## config.mk

```make
export PLATFORM = sky130hd
export DESIGN_NAME = uart_rx
export DESIGN_NICKNAME = d
export VERILOG_FILES = /design/src/rtl/uart_rx.sv
export SDC_FILE = /design/constraint.sdc
export NUM_CORES = 1
export LEC_CHECK = 0
export ABC_AREA = 1
export BUFFER_PORTS_ARGS = -buffer_cell sky130_fd_sc_hd__buf_2
export CAP_MARGIN = 10
export CORE_MARGIN = 4
export CORE_UTILIZATION = 57
export CTS_CLUSTER_DIAMETER = 150
export DETAILED_ROUTE_END_ITERATION = 8
export PLACE_DENSITY = 0.77
export SETUP_SLACK_MARGIN = 0.3
export SKIP_LAST_GASP = 1
export SLEW_MARGIN = 10
export SYNTH_ARGS = -nofsm -noshare
export SYNTH_HDL_FRONTEND = slang
export SYNTH_SLANG_ARGS = --single-unit
export TNS_END_PERCENT = 100
```

## constraint.sdc

```tcl
create_clock -name clk -period 1.9 [get_ports clk]
set_clock_uncertainty 0.1 [all_clocks]
set_input_delay 0.38 -clock clk [delete_from_list [all_inputs] [get_ports clk]]
set_output_delay 0.38 -clock clk [all_outputs]
set_load 0.01 [all_outputs]
```

## src/rtl/uart_rx.sv

```systemverilog
// uart_rx: 8N1 LSB-first UART receiver with start-glitch rejection, framing-error and break handling
module uart_rx #(
  parameter int CLK_FREQ = 50_000_000,
  parameter int BAUD = 115200,
  parameter int CLKS_PER_BIT = CLK_FREQ / BAUD
) (
  input  logic       clk,
  input  logic       rst,
  input  logic       ttl_rx_i,
  output logic [7:0] rx_data,
  output logic       recv_flag,
  output logic       frame_err,
  output logic       busy
);
  localparam int CW = $clog2(CLKS_PER_BIT);
  localparam logic [CW-1:0] HALF = CW'(CLKS_PER_BIT / 2 - 1);
  localparam logic [CW-1:0] FULL = CW'(CLKS_PER_BIT - 1);
  typedef enum logic [2:0] {IDLE, START, DATA, STOP, BRK} state_t;
  state_t state, state_nx;
  logic [1:0] sync;
  logic [CW-1:0] cnt;
  logic [2:0] bit_idx;
  logic [7:0] shift;
  logic rx_s, tick_half, tick_full, stop_ok, stop_bad;
  assign rx_s = sync[1];
  assign tick_half = cnt == HALF;
  assign tick_full = cnt == FULL;
  assign stop_ok = state == STOP && tick_full && rx_s;
  assign stop_bad = state == STOP && tick_full && !rx_s;
  assign busy = state != IDLE;
  always_comb begin
    state_nx = state;
    case (state)
      IDLE:    state_nx = rx_s ? IDLE : START;
      START:   state_nx = !tick_half ? START : rx_s ? IDLE : DATA;
      DATA:    state_nx = tick_full && bit_idx == 3'd7 ? STOP : DATA;
      STOP:    state_nx = !tick_full ? STOP : rx_s ? IDLE : BRK;
      BRK:     state_nx = rx_s ? IDLE : BRK;
      default: state_nx = IDLE;
    endcase
  end
  always_ff @(posedge clk) begin
    if (rst) begin
      sync      <= 2'b11;
      state     <= IDLE;
      cnt       <= '0;
      bit_idx   <= '0;
      shift     <= '0;
      rx_data   <= '0;
      recv_flag <= 1'b0;
      frame_err <= 1'b0;
    end else begin
      sync      <= {sync[0], ttl_rx_i};
      state     <= state_nx;
      cnt       <= (state_nx != state || tick_full || state inside {IDLE, BRK}) ? '0 : cnt + 1'b1;
      bit_idx   <= state == DATA ? (tick_full ? bit_idx + 1'b1 : bit_idx) : '0;
      shift     <= state == DATA && tick_full ? {rx_s, shift[7:1]} : shift;
      rx_data   <= stop_ok ? shift : rx_data;
      recv_flag <= stop_ok;
      frame_err <= stop_bad;
    end
  end
endmodule

```

==> results by group <==
Detailed routing
  • Residual DRC count: 0
  • Met3 routed wirelength: 144 um
  • DR WL met2: 1780 um
  • Avg WL per Cell: 13.9 um
  • First drt pass iteration count: 5
  • Initial DRC count: 71
  • Top Metal Used: met4
  • Post-DRT Antenna Nets: 0
  • Via density: 5.46
  • Met1 Routed Length: 1500 um
  • Via count: 1366
  • Overall routed net length: 3470 um

Floorplanning
  • Die Width: 60.0 um
  • Top-level port count: 14
  • Die area: 3600 um2
  • Starting Density: 61.1%
  • Rows: 18
  • Die height: 60.0 um
  • Core Area: 2520 um2

Synth
  • Synth warn: 0
  • Syn_area_per_cell: 7.98 um2
  • Post-Synth Simple-Gate Area: 29.1%
  • Unique masters post-synth: 28
  • Cells after synthesis: 193
  • Adder-cell share of the synthesized area: 4.06%
  • Leading area contributor after synthesis: dfxtp_1
  • Flops & latches, synth: 35
  • Compound-gate portion of the synthesized area: 11.7%
  • Xor and xnor area share after synthesis: 3.98%
  • Syn nets: 201
  • Mux cell area share after synthesis: 0%
  • Post-synthesis sequential area ratio: 45.5%
  • Synth top area share: 45.5%
  • Post-Synthesis Cell Area: 1540 um2
  • Synth top area cells: dfxtp_1, nor2_1, a21oi_1
  • Largest family of logic cells by synthesized area: simple AND/OR/NAND/NOR gates

Critical path
  • WP data required: 2.03 ns
  • Crit start category: flop
  • Crit-path cells: inv_2 -> ha_4 -> nand2_2 -> nor2_4 -> nand2_4 -> nand2_4 -> nand2_2 -> inv_2 -> nand4_4 -> nand2_4 -> nor2_1
  • FF-to-FF End: cnt[0]
  • Max FO, Critical Path: 5
  • Critical Path Max Stage Delay: 0.34 ns
  • Most frequent CP cell: nand2_4
  • Worst setup path start: cnt[1]
  • Crit end category: flop
  • Reg2reg path depth: 11
  • Worst EP arrival: 1.71 ns
  • Worst Setup EP: cnt[0]
  • WS Path Type: reg -> reg
  • Reg-to-reg startpoint: cnt[1]
  • Reg2Reg Setup Slack: 0.33 ns
  • CP max stage cell: dfxtp_2

Placed design
  • Port Buf Inserts: 13
  • DP HPWL: 2210 um
  • Gp weighted congestion: 0.869

GRT
  • Vias in the first global route: 1290
  • Wire length of the first global-routing pass: 5290 um
  • Largest net degree at the start of global routing: 17
  • All-Layer GR Usage: 19.9%
  • Initial antenna violation count: 0
  • Global route overflow: 0

Min path
  • Hold Path Class: in -> reg
  • Worst hold start: ttl_rx_i

Final layout
  • ANT cells: 0
  • Layout cells sized above 1: 31.8%
  • Most frequent cells in the layout: nor2_1, dfxtp_1, nand2_1
  • Most common cell after layout, fill and taps aside: nor2_1
  • Final #Nets: 227
  • Syn-to-layout area delta: 20.2%
  • Final Util: 73.4%
  • Fillers: 203

STA
  • Worst hold margin: 0.110 ns
  • Fin crit share: 82.9%
  • Max-slew headroom: 82.9%
  • Min cycle time layout: 1.57 ns
  • Max Fclk: 635 MHz
  • Slew Limit Fails: 0
  • RSZ-0062 raised after global routing: true
  • Hold Vio Cnt, Final: 0
  • Setup TNS: 0 ns
  • Worst Max-Slew Pin Slew: 0.254 ns
  • Final setup fails: 0

Pwr
  • Logic pwr share: 4.4%
  • Lkg Pwr: 0.754 nW
  • Psw: 0.000299 W
  • Pwr Density: 647 nW/um2
  • Max IR drop VDD: 769 uV
  • Pint: 0.000899 W
  • Switching part of the total: 24.9%
  • Power share of the sequential group: 61.9%
  • Clk network pwr share: 33.8%

Clocking
  • CTS tree: yes
  • Worst-Skew Late Latency: 0.34 ns
  • CTS max path bufs: 2
  • H-tree level count: 2
  • Clock slew at reported path FFs: 0.11 ns
  • Root Buffer: clkbuf_4
  • CTS buffer count: 5
  • Clk sinks: 35

Run
  • MaxCap Viol Count: 0

Run status
  • Status: finished, final reports clean
==> cell type report <==
class / count / area [um2] / share of cell area (%)
multi-input cells: 136 / 835 / 45.1
flip-flops and latches: 35 / 709 / 38.3
repair buffers: 22 / 145 / 7.84
inverters: 19 / 71.3 / 3.85
clock buffers: 6 / 41.3 / 2.23
well taps: 30 / 37.5 / 2.03
clock inverters: 2 / 12.5 / 0.676
==> flip-flops by register name, summed over array words and instances, names as in the netlist <==
register	count
state	3
frame_err	1
bit_idx	3
shift	8
recv_flag	1
rx_data	8
sync	2
cnt	9
==> what timing repair did <==
action,in CTS,in global routing
setup buffers,1,6
endpoints found under the setup margin,24,29
cloned,0,1
hold endpoints to repair,0,0
resized for setup,5,23
pin swaps,1,7
hold buffers,0,0
==> critical path, delay by kind of cell (launching register included) <==
kind	cells	cell delay (ns)
AND/OR/NAND/NOR	8	0.75
flip-flops	1	0.34
buffers and inverters	2	0.15
adder cells (fa/ha/maj)	1	0.14
==> cell usage after synthesis <==
library cell / number
nor2_4: 2
nor4_1: 1
a21oi_1: 14
nand4_1: 2
o21ai_1: 6
xnor2_1: 2
o21ai_0: 11
nand2_4: 4
nor3_1: 11
o21ai_2: 2
inv_1: 14
nor2_1: 38
clkinv_1: 1
xor2_1: 5
nor2_8: 1
or2_2: 2
clkbuf_1: 2
inv_2: 4
ha_1: 5
o21a_1: 1
nand2_1: 18
nor2_2: 3
nand3_1: 4
buf_1: 1
nand2_2: 2
buf_2: 1
nand4_2: 1
dfxtp_1: 35
==> power by group through the flow <==
stage | registers, W | clock network, W | logic (W)
floorplan | 0.000757 | 0 | 0.0000312
global placement | 0.000757 | 0 | 0.0000419
detailed placement | 0.000757 | 0 | 0.0000432
CTS | 0.000740 | 0.000402 | 0.0000436
global route | 0.000742 | 0.000431 | 0.0000579
finish | 0.000741 | 0.000405 | 0.0000522
==> stage by stage <==
step                      power, W  cells  worst slack, ns  instance area (um2)
final                      0.00120    250            0.325                 1850
after global placement    0.000799    234            0.231                 1640
after detailed placement  0.000800    234            0.170                 1640
after global routing       0.00123    250            0.241                 1850
after CTS                  0.00119    243            0.307                 1730
after floorplan           0.000788    193            0.419                 1540
==> how the worst min path moves through the flow <==
stage / endpoint / slack, ns / cells after the start
after floorplan: sync[1] / 0.29 / 1
after detailed placement: sync[1] / 0.31 / 1
after global routing: sync[0] / 0.11 / 2
final: sync[0] / 0.11 / 2
after global placement: sync[1] / 0.29 / 1
after CTS: sync[0] / 0.11 / 2
==> layer usage <==
metal	up-vias	GRT usage, %
met4	0	6.96
met3	6	7.56
li1	677	-
met2	23	35.0
met5	-	0
met1	660	21.6
==> logic make-up (layout without fill, tap and decap cells) <==
family                     count (synthesis)  count (layout)
AOI/OAI and AO/OA                         34              34
adders and majority gates                  5               5
DFF                                       35              35
xor gates and xnor gates                   7               7
buffers and inverters                     23              49
and+or+nand+nor                           89              90
No activity file was read; power rests on OpenSTA's default activity.
